**src/rtl/neuron_tdm_scheduler_pkg.sv**
```systemverilog
// Shared definitions for the neuron TDM scheduler: FSM encoding, reset membrane value
// and index-width helper.
package snn_pkg;

  typedef enum logic [2:0] {
    ST_CLEAR = 3'd0,
    ST_IDLE  = 3'd1,
    ST_RUN   = 3'd2,
    ST_DRAIN = 3'd3,
    ST_DONE  = 3'd4
  } sched_state_t;

  localparam int V_RESET_VAL = 0;

  function automatic int id_width(input int num_neurons);
    return (num_neurons > 1) ? $clog2(num_neurons) : 1;
  endfunction

endpackage

```
**src/rtl/neuron_tdm_scheduler_if.sv**
```systemverilog
// Bus bundle between the scheduler (master) and its current memory, PU and spike router.
// NEURON_SCHED_PERF_EN adds the two performance counter outputs.
interface neuron_tdm_scheduler_if #(
  parameter int ID_WIDTH   = 6,
  parameter int VMEM_WIDTH = 16,
  parameter int DATA_WIDTH = 8,
  parameter int REF_WIDTH  = 4
);
  logic                         i_step_start;
  logic                         o_busy;
  logic                         o_step_done;
  logic                         o_cur_rd;
  logic [ID_WIDTH-1:0]          o_cur_addr;
  logic signed [DATA_WIDTH-1:0] i_cur_data;
  logic                         o_pu_valid;
  logic signed [VMEM_WIDTH-1:0] o_pu_vmem;
  logic [REF_WIDTH-1:0]         o_pu_ref_ctr;
  logic signed [DATA_WIDTH-1:0] o_pu_syn_current;
  logic                         i_pu_spike;
  logic signed [VMEM_WIDTH-1:0] i_pu_vmem;
  logic [REF_WIDTH-1:0]         i_pu_ref_ctr;
  logic                         o_spike_valid;
  logic [ID_WIDTH-1:0]          o_spike_id;
  logic                         i_spike_ready;
`ifdef NEURON_SCHED_PERF_EN
  logic [31:0]                  o_spike_cnt;
  logic [31:0]                  o_stall_cnt;
`endif

  modport master (
    input  i_step_start, i_cur_data, i_pu_spike, i_pu_vmem, i_pu_ref_ctr, i_spike_ready,
    output o_busy, o_step_done, o_cur_rd, o_cur_addr, o_pu_valid, o_pu_vmem, o_pu_ref_ctr,
           o_pu_syn_current, o_spike_valid, o_spike_id
`ifdef NEURON_SCHED_PERF_EN
    , output o_spike_cnt, o_stall_cnt
`endif
  );

  modport slave (
    output i_step_start, i_cur_data, i_pu_spike, i_pu_vmem, i_pu_ref_ctr, i_spike_ready,
    input  o_busy, o_step_done, o_cur_rd, o_cur_addr, o_pu_valid, o_pu_vmem, o_pu_ref_ctr,
           o_pu_syn_current, o_spike_valid, o_spike_id
`ifdef NEURON_SCHED_PERF_EN
    , input o_spike_cnt, o_stall_cnt
`endif
  );

endinterface

```
**src/rtl/neuron_tdm_scheduler_fifo.sv**
```systemverilog
// First-word-fall-through spike FIFO; simultaneous push and pop (including when full)
// keep the occupancy unchanged.
module spike_fifo #(
  parameter int WIDTH = 6,
  parameter int DEPTH = 8,
  localparam int AW   = $clog2(DEPTH),
  localparam int CW   = AW + 1
) (
  input  logic             clk,
  input  logic             rst,
  input  logic             push,
  input  logic [WIDTH-1:0] din,
  input  logic             pop,
  output logic [WIDTH-1:0] dout,
  output logic             empty,
  output logic [CW-1:0]    count
);
  logic [WIDTH-1:0] mem [DEPTH];
  logic [AW-1:0]    wr_ptr_reg;
  logic [AW-1:0]    rd_ptr_reg;
  logic [CW-1:0]    count_reg;
  logic             do_pop;

  assign do_pop = pop && (count_reg != '0);
  assign empty  = (count_reg == '0);
  assign count  = count_reg;
  assign dout   = mem[rd_ptr_reg];

  always_ff @(posedge clk) begin
    if (rst) begin
      wr_ptr_reg <= '0;
      rd_ptr_reg <= '0;
      count_reg  <= '0;
    end else begin
      if (push)   wr_ptr_reg <= wr_ptr_reg + AW'(1);
      if (do_pop) rd_ptr_reg <= rd_ptr_reg + AW'(1);
      count_reg <= count_reg + CW'(push) - CW'(do_pop);
    end
  end

  always_ff @(posedge clk) begin
    if (push) mem[wr_ptr_reg] <= din;
  end

endmodule

```
**src/rtl/neuron_tdm_scheduler.sv**
```systemverilog
// Time-multiplexes one external neuron PU over NUM_NEURONS neurons, keeps their state and
// queues spike IDs. Defining NEURON_SCHED_PERF_EN adds spike and stall counters.
module neuron_tdm_scheduler
  import snn_pkg::*;
#(
  parameter int NUM_NEURONS = 64,
  parameter int VMEM_WIDTH  = 16,
  parameter int DATA_WIDTH  = 8,
  parameter int REF_WIDTH   = 4,
  parameter int FIFO_DEPTH  = 8
) (
  input logic                    clk,
  input logic                    rst,
  neuron_tdm_scheduler_if.master bus
);
  localparam int ID_WIDTH = id_width(NUM_NEURONS);
  localparam int CW       = $clog2(FIFO_DEPTH) + 1;
  localparam logic [ID_WIDTH-1:0] LAST_IDX = ID_WIDTH'(NUM_NEURONS - 1);

  sched_state_t state_reg, state_next;

  logic [ID_WIDTH-1:0]          idx_reg, s1_idx_reg, s2_idx_reg;
  logic                         s1_valid_reg, s2_valid_reg;
  logic signed [VMEM_WIDTH-1:0] vmem_mem [NUM_NEURONS];
  logic [REF_WIDTH-1:0]         ref_mem  [NUM_NEURONS];
  logic signed [VMEM_WIDTH-1:0] vmem_rd_reg;
  logic [REF_WIDTH-1:0]         ref_rd_reg;

  logic                         issue, gated, push, pop, fifo_empty;
  logic [CW-1:0]                fifo_count, in_flight;
  logic [ID_WIDTH-1:0]          fifo_dout;
  logic                         mem_we;
  logic [ID_WIDTH-1:0]          mem_waddr;
  logic signed [VMEM_WIDTH-1:0] mem_wvmem;
  logic [REF_WIDTH-1:0]         mem_wref;

  // Every neuron already in the pipeline may still spike, so reserve a FIFO slot for each.
  assign in_flight = CW'(s1_valid_reg) + CW'(s2_valid_reg);

  always_ff @(posedge clk) begin
    if (rst) state_reg <= ST_CLEAR;
    else     state_reg <= state_next;
  end

  always_comb begin
    state_next = state_reg;
    case (state_reg)
      ST_CLEAR: if (idx_reg == LAST_IDX) state_next = ST_IDLE;
      ST_IDLE:  if (bus.i_step_start) state_next = ST_RUN;
      ST_RUN:   if (issue && (idx_reg == LAST_IDX)) state_next = ST_DRAIN;
      // S1 empty means S2 retires its last write-back on this edge.
      ST_DRAIN: if (!s1_valid_reg) state_next = ST_DONE;
      ST_DONE:  state_next = ST_IDLE;
      default:  state_next = ST_CLEAR;
    endcase
  end

  always_comb begin
    gated                = (CW'(FIFO_DEPTH) - fifo_count) <= in_flight;
    issue                = (state_reg == ST_RUN) && !gated;
    bus.o_busy           = (state_reg != ST_IDLE);
    bus.o_step_done      = (state_reg == ST_DONE);
    bus.o_cur_rd         = issue;
    bus.o_cur_addr       = issue ? idx_reg : '0;
    bus.o_pu_valid       = s1_valid_reg;
    bus.o_pu_vmem        = s1_valid_reg ? vmem_rd_reg : '0;
    bus.o_pu_ref_ctr     = s1_valid_reg ? ref_rd_reg : '0;
    bus.o_pu_syn_current = s1_valid_reg ? bus.i_cur_data : DATA_WIDTH'(0);
    push                 = s2_valid_reg && bus.i_pu_spike;
    pop                  = bus.i_spike_ready && !fifo_empty;
    bus.o_spike_valid    = !fifo_empty;
    bus.o_spike_id       = fifo_empty ? '0 : fifo_dout;
    mem_we               = (state_reg == ST_CLEAR) || s2_valid_reg;
    mem_waddr            = (state_reg == ST_CLEAR) ? idx_reg : s2_idx_reg;
    mem_wvmem            = (state_reg == ST_CLEAR) ? VMEM_WIDTH'(V_RESET_VAL) : bus.i_pu_vmem;
    mem_wref             = (state_reg == ST_CLEAR) ? '0 : bus.i_pu_ref_ctr;
  end

  always_ff @(posedge clk) begin
    if (rst) begin
      idx_reg      <= '0;
      s1_idx_reg   <= '0;
      s2_idx_reg   <= '0;
      s1_valid_reg <= 1'b0;
      s2_valid_reg <= 1'b0;
    end else begin
      s1_valid_reg <= issue;
      s2_valid_reg <= s1_valid_reg;
      s2_idx_reg   <= s1_idx_reg;
      if (issue) s1_idx_reg <= idx_reg;
      if ((state_reg == ST_CLEAR) || issue)
        idx_reg <= (idx_reg == LAST_IDX) ? '0 : idx_reg + ID_WIDTH'(1);
      else if ((state_reg == ST_IDLE) && bus.i_step_start)
        idx_reg <= '0;
    end
  end

  always_ff @(posedge clk) begin
    if (mem_we) begin
      vmem_mem[mem_waddr] <= mem_wvmem;
      ref_mem[mem_waddr]  <= mem_wref;
    end
    if (issue) begin
      vmem_rd_reg <= vmem_mem[idx_reg];
      ref_rd_reg  <= ref_mem[idx_reg];
    end
  end

  spike_fifo #(
    .WIDTH (ID_WIDTH),
    .DEPTH (FIFO_DEPTH)
  ) u_fifo (
    .clk   (clk),
    .rst   (rst),
    .push  (push),
    .din   (s2_idx_reg),
    .pop   (pop),
    .dout  (fifo_dout),
    .empty (fifo_empty),
    .count (fifo_count)
  );

`ifdef NEURON_SCHED_PERF_EN
  logic [31:0] spike_cnt_reg, stall_cnt_reg;

  always_ff @(posedge clk) begin
    if (rst) begin
      spike_cnt_reg <= '0;
      stall_cnt_reg <= '0;
    end else if ((state_reg == ST_IDLE) && bus.i_step_start) begin
      spike_cnt_reg <= '0;
      stall_cnt_reg <= '0;
    end else begin
      if (push && !(&spike_cnt_reg)) spike_cnt_reg <= spike_cnt_reg + 32'd1;
      if ((state_reg == ST_RUN) && gated && !(&stall_cnt_reg))
        stall_cnt_reg <= stall_cnt_reg + 32'd1;
    end
  end

  assign bus.o_spike_cnt = spike_cnt_reg;
  assign bus.o_stall_cnt = stall_cnt_reg;
`endif

endmodule
```
**src/flat_wrapper.sv**
```systemverilog
// flat-port wrapper written by rule: the top's interface ports become plain ports
module neuron_tdm_scheduler_flat import snn_pkg::*;
#(
  parameter int NUM_NEURONS = 64,
  parameter int VMEM_WIDTH  = 16,
  parameter int DATA_WIDTH  = 8,
  parameter int REF_WIDTH   = 4,
  parameter int FIFO_DEPTH  = 8
)
  (clk, rst, bus_i_step_start, bus_i_cur_data, bus_i_pu_spike, bus_i_pu_vmem, bus_i_pu_ref_ctr, bus_i_spike_ready, bus_o_busy, bus_o_step_done, bus_o_cur_rd, bus_o_cur_addr, bus_o_pu_valid, bus_o_pu_vmem, bus_o_pu_ref_ctr, bus_o_pu_syn_current, bus_o_spike_valid, bus_o_spike_id);
  neuron_tdm_scheduler_if #(.VMEM_WIDTH(VMEM_WIDTH), .DATA_WIDTH(DATA_WIDTH), .REF_WIDTH(REF_WIDTH)) bus_i ();
  input logic clk;
  input logic rst;
  input wire logic [$bits(bus_i.i_step_start)-1:0] bus_i_step_start;
  input wire logic [$bits(bus_i.i_cur_data)-1:0] bus_i_cur_data;
  input wire logic [$bits(bus_i.i_pu_spike)-1:0] bus_i_pu_spike;
  input wire logic [$bits(bus_i.i_pu_vmem)-1:0] bus_i_pu_vmem;
  input wire logic [$bits(bus_i.i_pu_ref_ctr)-1:0] bus_i_pu_ref_ctr;
  input wire logic [$bits(bus_i.i_spike_ready)-1:0] bus_i_spike_ready;
  output wire logic [$bits(bus_i.o_busy)-1:0] bus_o_busy;
  output wire logic [$bits(bus_i.o_step_done)-1:0] bus_o_step_done;
  output wire logic [$bits(bus_i.o_cur_rd)-1:0] bus_o_cur_rd;
  output wire logic [$bits(bus_i.o_cur_addr)-1:0] bus_o_cur_addr;
  output wire logic [$bits(bus_i.o_pu_valid)-1:0] bus_o_pu_valid;
  output wire logic [$bits(bus_i.o_pu_vmem)-1:0] bus_o_pu_vmem;
  output wire logic [$bits(bus_i.o_pu_ref_ctr)-1:0] bus_o_pu_ref_ctr;
  output wire logic [$bits(bus_i.o_pu_syn_current)-1:0] bus_o_pu_syn_current;
  output wire logic [$bits(bus_i.o_spike_valid)-1:0] bus_o_spike_valid;
  output wire logic [$bits(bus_i.o_spike_id)-1:0] bus_o_spike_id;
  assign bus_i.i_step_start = bus_i_step_start;
  assign bus_i.i_cur_data = bus_i_cur_data;
  assign bus_i.i_pu_spike = bus_i_pu_spike;
  assign bus_i.i_pu_vmem = bus_i_pu_vmem;
  assign bus_i.i_pu_ref_ctr = bus_i_pu_ref_ctr;
  assign bus_i.i_spike_ready = bus_i_spike_ready;
  assign bus_o_busy = bus_i.o_busy;
  assign bus_o_step_done = bus_i.o_step_done;
  assign bus_o_cur_rd = bus_i.o_cur_rd;
  assign bus_o_cur_addr = bus_i.o_cur_addr;
  assign bus_o_pu_valid = bus_i.o_pu_valid;
  assign bus_o_pu_vmem = bus_i.o_pu_vmem;
  assign bus_o_pu_ref_ctr = bus_i.o_pu_ref_ctr;
  assign bus_o_pu_syn_current = bus_i.o_pu_syn_current;
  assign bus_o_spike_valid = bus_i.o_spike_valid;
  assign bus_o_spike_id = bus_i.o_spike_id;
  neuron_tdm_scheduler #(.NUM_NEURONS(NUM_NEURONS), .VMEM_WIDTH(VMEM_WIDTH), .DATA_WIDTH(DATA_WIDTH), .REF_WIDTH(REF_WIDTH), .FIFO_DEPTH(FIFO_DEPTH)) u_core (.clk(clk), .rst(rst), .bus(bus_i));
endmodule
```
**config.mk**
```make
export PLATFORM = sky130hd
export DESIGN_NAME = neuron_tdm_scheduler_flat
export DESIGN_NICKNAME = d
export VERILOG_FILES = /design/src/rtl/neuron_tdm_scheduler_pkg.sv /design/src/rtl/neuron_tdm_scheduler_if.sv /design/src/rtl/neuron_tdm_scheduler_fifo.sv /design/src/rtl/neuron_tdm_scheduler.sv /design/src/flat_wrapper.sv
export SDC_FILE = /design/constraint.sdc
export NUM_CORES = 1
export LEC_CHECK = 0
export BUFFER_PORTS_ARGS = -buffer_cell sky130_fd_sc_hd__buf_2
export CAP_MARGIN = 20
export CORE_MARGIN = 5
export CORE_UTILIZATION = 45
export DETAILED_ROUTE_END_ITERATION = 10
export MAX_ROUTING_LAYER = met4
export PLACE_DENSITY = 0.69
export RECOVER_POWER = 50
export SETUP_SLACK_MARGIN = 0.05
export SLEW_MARGIN = 5
export SYNTH_ARGS = -nofsm -noshare
export SYNTH_HDL_FRONTEND = slang
export SYNTH_SLANG_ARGS = --single-unit
```
**constraint.sdc**
```tcl
create_clock -name clk -period 7.3 [get_ports clk]
set_clock_uncertainty 0.05 [all_clocks]
set_input_delay 0.365 -clock clk [delete_from_list [all_inputs] [get_ports clk]]
set_output_delay 0.365 -clock clk [all_outputs]
set_load 0.1 [all_outputs]
```
## Word level (Yosys, flattened, before mapping)

Memory sizes are Yosys's and may differ from the RTL's. A register that Yosys moved wholly into a read port is not among the register bits.
Index checks and enable logic that the tools add are counted.

| storage, ports and cells | value |
|---|---|
| bits in registers | 33 |
| RAM bits | 1328 |
| input port bits | 33 |
| output and inout bits | 45 |
| word-level logic and storage cells | 67 |
| memories kept | 3 |

Memories:

| memory | depth | width | read ports | clocked after memory_dff | wr ports | line | source |
|---|---|---|---|---|---|---|---|
| u_core.vmem_mem | 64 | 16 | 1 | 1 | 1 | neuron_tdm_scheduler.sv:24 | `logic signed [VMEM_WIDTH-1:0] vmem_mem [NUM_NEURONS];` |
| u_core.ref_mem | 64 | 4 | 1 | 1 | 1 | neuron_tdm_scheduler.sv:25 | `logic [REF_WIDTH-1:0] ref_mem [NUM_NEURONS];` |
| u_core.u_fifo.mem | 8 | 6 | 1 | 1 | 1 | neuron_tdm_scheduler_fifo.sv:18 | `logic [WIDTH-1:0] mem [DEPTH];` |

| cells by class | value |
|---|---|
| add/sub/neg operators | 7 |
| magnitude comparators | 1 |
| equal/unequal tests | 10 |
| muxes and demuxes | 22 |
| reductions and logical operators | 15 |

Operator list:

| operator | number |
|---|---|
| $mux 6 | 6 |
| $mux 16 | 2 |
| $mux 3 | 6 |
| $pmux 3 s5 | 1 |
| $mux 4 | 2 |
| $mux 8 | 1 |
| $add 3x1->3 const B | 2 |
| $add 6x1->6 const B | 1 |
| $eq 3x2->1 const B | 2 |
| $eq 6x6->1 const B | 1 |
| $logic_and 1x1->1 | 6 |
| $ne 2x2->1 const B | 3 |
| $add 4x1->4 | 1 |
| $le 4x4->1 | 1 |
| $logic_not 4->1 | 1 |
| $mux 1 | 4 |
| $reduce_and 4->1 | 1 |
| $reduce_bool 4->1 | 1 |
| $sub 4x1->4 | 1 |
| $sub 4x4->4 const A | 1 |
| $eq 3x1->1 const B | 1 |
| $eq 3x3->1 const B | 1 |
| $logic_not 3->1 | 1 |
| $ne 3x1->1 const B | 1 |
| 5 further kinds | 7 |

## Depth between registers and ports, before layout

| logic depth | value |
|---|---|
| depth after elaboration | 7 |
| gate-level depth with buffers | 15 |
| depth with buffers taken out | 14 |

## Modules after synthesis

From an unflattened synthesis, not the netlist that was laid out.

| unflattened totals | value |
|---|---|
| cell total of the unflattened synthesis | 2619 |
| area, all modules | 53891.7 um^2 |

By module, submodules not included:

| module | instances | cells each | area each (um^2) | seq. area each (um^2) |
|---|---|---|---|---|
| neuron_tdm_scheduler | 1 | 2477 | 51409.3 | 39497.9 |
| spike_fifo | 1 | 142 | 2482.4 | 1701.6 |

## Least setup slack after synthesis

Ideal clock, no wire load.

| path | value |
|---|---|
| path kind | register to output |
| from | register u_core.s1_valid_reg, in the netlist u_core.bus.o_pu_valid |
| to | output port bus_o_cur_addr[0] |
| data arrival time | 3.895 ns |
| data required time | 6.885 ns |
| path slack | 2.990 ns |
| cell stages (with the launch flop) | 8 |
| buffers on the path | 1 |
| path through | dfxtp_1 -> ha_1 -> ha_1 -> nand2_1 -> o21ai_0 -> a31oi_1 -> buf_2 -> and2_1 |

| between the ends | value |
|---|---|
| longest elaborated chain between the ends | 5 |

Ends and longest elaborated chain:

| element | line | source |
|---|---|---|
| start: declaration | neuron_tdm_scheduler.sv:23 | `logic s1_valid_reg, s2_valid_reg;` |
| start signal: assignment | neuron_tdm_scheduler.sv:87 | `s1_valid_reg <= issue;` |
| $add 1x1->2 | neuron_tdm_scheduler.sv:38 | `assign in_flight = CW'(s1_valid_reg) + CW'(s2_valid_reg);` |
| $le 4x4->1 | neuron_tdm_scheduler.sv:59 | `gated = (CW'(FIFO_DEPTH) - fifo_count) <= in_flight;` |
| $logic_not 1->1 | neuron_tdm_scheduler.sv:60 | `issue = (state_reg == ST_RUN) && !gated;` |
| $logic_and 1x1->1 | neuron_tdm_scheduler.sv:60 |  |
| net bus_o_cur_rd | flat_wrapper.sv:22 | `output wire logic [$bits(bus_i.o_cur_rd)-1:0] bus_o_cur_rd;` |
| $mux 6 | neuron_tdm_scheduler.sv:64 | `bus.o_cur_addr = issue ? idx_reg : '0;` |
| end: declaration | flat_wrapper.sv:23 | `output wire logic [$bits(bus_i.o_cur_addr)-1:0] bus_o_cur_addr;` |

The timed path passes the listed nets, and every way through them passes these cells.

## Worst setup path after layout

| path | value |
|---|---|
| from | register u_core.state_reg[1] |
| to | memory u_core.ref_mem[35][0], data pin |

| between the ends | value |
|---|---|
| longest elaborated chain between the ends | 2 |

Ends and longest elaborated chain:

| element | line | source |
|---|---|---|
| start: declaration | neuron_tdm_scheduler.sv:20 | `sched_state_t state_reg, state_next;` |
| start signal: assignment | neuron_tdm_scheduler.sv:42 | `else state_reg <= state_next;` |
| $logic_not 3->1 | neuron_tdm_scheduler.sv:76 | `mem_wref = (state_reg == ST_CLEAR) ? '0 : bus.i_pu_ref_ctr;` |
| $mux 4 | neuron_tdm_scheduler.sv:76 |  |
| net u_core.mem_wref[0] | neuron_tdm_scheduler.sv:35 | `logic [REF_WIDTH-1:0] mem_wref;` |
| end: declaration | neuron_tdm_scheduler.sv:25 |  |

The timed path passes the listed nets, and every way through them passes these cells.

==> flow_summary.ini <==
[power]
power.internal_w = 0.0134
p_leak_nw = 19.5
power_density_nw_per_um2 = 280
power_w = 0.0171
switching_share = 0.216
p_clk_frac = 0.420
ir_worst_vdd_mv = 0.230
pwr-share-seq = 0.509
switching_power_w = 0.00370
combPwrFrac = 0.070

[logic_synthesis]
synth-edff-count = 1348
syn_area_per_cell_um2 = 21.1
async_flop_share = 0
ys_ff_latch = 1384
synth_ff_type = edfxtp_1
yosys_warnings = 0
yosysUniqueCellTypes = 54
synthCells = 2543
syn-cell-area_um2 = 53600
synth.net_count = 2590
synthTopCellsByArea = edfxtp_1 76%, mux4_2 13%, mux2i_1 1.7%, dfxtp_1 1.3%, nor2_1 0.90%
synth_area_leader_cell = edfxtp_1
yosys.area.top_type_share = 0.755
ys_seq_area_frac = 0.769

[routing]
firstDrtPassIters = 5
routed_wl_mm = 127
wl_per_cell_um = 29.1
num_vias = 26600
viasPerCell = 6.07
route.detailed.drc = 0
ant_nets = 0
drt_iter0_drc = 3402

[timing]
rsz0062_at_grt = false
min_period_ps = 5660
setup_violations = 0
hold_viol = 0
finalMaxSlewViolations = 1201
tightest_slew_ps = 3790
worst_slew_margin_rel = -1.53
worst_slack_ps = 1640
final.setup.tns_ps = 0
timing.fmax_mhz = 177
fin_crit_sh = 0.776

[clock_tree]
cts_root_buffer = clkbuf_16
insertion_delay_ps = 730
path_clk_slew_ps = 60
cts_buffers = 141
clock_path_buffers = 3
h-tree-depth = 4
cts_sinks = 1384
cts_tree = built

[hold_path]
hp-class = primary input to flip-flop

[grt]
grtUsageTotal = 0.206
grt_first_pass_wirelength_mm = 185
grt_pass1_vias = 26800
antenna_found_initial = 3
overflow = 0
grt_max_degree = 120

[floorplanning]
die_w_um = 355
rows = 126
io_pins = 78
dieArea_um2 = 126000
core_um2 = 118000
initial_core_util = 0.453
die_h_um = 355

[placed_design]
port_buffers = 77
dp_slack_ps = 2920
hpwl_mm = 75.1
gp_congestion = 0.883

[status]
status = finished with violations
violations = max-capacitance violations, max-slew violations

[job]
cap_violations = 19

[critical_path]
worstPathArrival_ps = 5580
worst-setup-path-type = flip-flop to flip-flop
critical_path.endpoint_type = flip-flop
worst-path-max-fanout = 64
crit_required_ps = 7220
critPathLaunchType = flip-flop

[finish]
fillCellCount = 8992
area_growth_pct = 14.3
nets = 2777
largest_reg_flops = 1024
max_flop_register = u_core.vmem_mem
final_util = 0.518
reg_top3 = u_core.vmem_mem (1024), u_core.ref_mem (256), u_core.u_fifo.mem (48)
drive_gt1_frac = 0.280
-- routing by layer --
metal  global-route usage  vias up  wire length [um]
met1                0.283    14000             50600
met2                0.317     1377             61100
li1                     -    10900                 -
met5                    -        -                 0
met3               0.0409      247             11500
met4               0.0656        0              4280
-- stage by stage --
| stage | instance area [um^2] | hold slack [ps] | instances |
|---|---|---|---|
| floorplan | 53600 | 387 | 2543 |
| global placement | 55900 | 396 | 4071 |
| detailed placement | 56200 | 405 | 4089 |
| CTS | 60900 | 86.8 | 4343 |
| global route | 61200 | 142 | 4374 |
| finish | 61300 | 127 | 4375 |
-- cells by family after synthesis --
group	share of synthesized area
muxes	0.154
adders and majority gates	0.00341
AOI/OAI and AO/OA	0.0277
DFF	0.769
xor gates and xnor gates	0.00114
buffers and inverters	0.0149
and+or+nand+nor	0.0298
-- worst paths after layout --
| kind | start | endpoint | slack (ps) | cells past startpoint |
|---|---|---|---|---|
| worst max-delay path | u_core.state_reg[1] | u_core.ref_mem[35][0] | 1640 | 4 |
| worst min-delay path | rst | u_core.u_fifo.count[3] | 130 | 2 |
| worst max register to register | u_core.state_reg[1] | u_core.ref_mem[35][0] | 1640 | 4 |
| worst min register to register | u_core.s1_idx_reg[1] | u_core.s2_idx_reg[1] | 420 | 1 |
-- placed cells by master (no fill, tap or decap), drive strengths merged, types with 2 or more instances in the layout --
cell type | synthesis | final
dlygate4sd3 | 0 | 3
dfxtp | 36 | 36
o41ai | 2 | 2
clkinvlp | 0 | 7
buf | 78 | 164
nor4b | 4 | 4
ha | 13 | 13
xnor2 | 2 | 2
or3 | 6 | 6
mux2i | 92 | 92
or3b | 2 | 2
o211ai | 2 | 2
o21ai | 54 | 54
o221ai | 13 | 13
a31oi | 20 | 20
nand3 | 15 | 15
xor2 | 5 | 5
clkinv | 1 | 48
nor2 | 129 | 129
inv | 14 | 17
or2 | 2 | 2
a21oi | 44 | 44
and2 | 55 | 55
a22o | 7 | 7
nand3b | 8 | 8
clkbuf | 65 | 199
nor3b | 4 | 4
bufinv | 0 | 15
nand2b | 5 | 5
edfxtp | 1348 | 1348
nor3 | 20 | 20
o22ai | 38 | 38
nor2b | 25 | 25
nand2 | 45 | 45
mux4 | 319 | 319
mux2 | 13 | 13
a211oi | 28 | 28
a221oi | 20 | 20
-- area by class of cell --
cell class,count,area (um^2),area share
Multi-Input combinational cell,1001,11800,0.192
Clock buffer,179,3880,0.0634
Timing Repair Buffer,187,1630,0.0266
Tap cell,1536,1920,0.0314
Sequential cell,1384,41200,0.673
Inverter,15,56.3,0.000919
Clock inverter,72,761,0.0124
Antenna cell,1,2.50,0.0000409
-- timing repair --
action	CTS	global route
gates resized for setup	0	0
setup buffers	0	0
hold endpoints to repair	9	0
hold buffers	3	0
-- power groups by stage --
stage | logic, W | clock network (W) | registers (W)
4_1_cts | 0.00121 | 0.00730 | 0.00873
5_1_grt | 0.00129 | 0.00766 | 0.00873
6_report | 0.00121 | 0.00720 | 0.00872
3_5_place_dp | 0.00120 | 0 | 0.00890
3_3_place_gp | 0.00118 | 0 | 0.00890
2_1_floorplan | 0.000946 | 0 | 0.00884
-- synthesized netlist by cell type (4+ instances only) --
cell type,n
nand2b_1,5
a21oi_1,44
nor2_1,129
nand2_1,45
o22ai_1,38
and2_1,55
nor3b_1,4
nand3_1,15
buf_2,44
o21ai_0,43
inv_1,12
o21ai_1,11
buf_6,5
clkbuf_1,65
a211oi_1,28
o221ai_1,13
nand3b_1,8
xor2_1,5
dfxtp_1,36
a22o_1,7
mux2i_1,92
a31oi_1,20
nor4b_1,4
buf_1,7
edfxtp_1,1348
buf_4,19
a221oi_1,18
nor2b_1,25
nor3_1,19
or3_1,6
ha_1,13
mux4_2,317
mux2_2,13
-- worst max-delay path, stage by stage (launching register included) --
cell and delay (ps):
dfxtp_1 540, or3_1 170, clkbuf_1 1130, and2_2 310, clkbuf_1 2660
(Power assumes the default switching activity.)
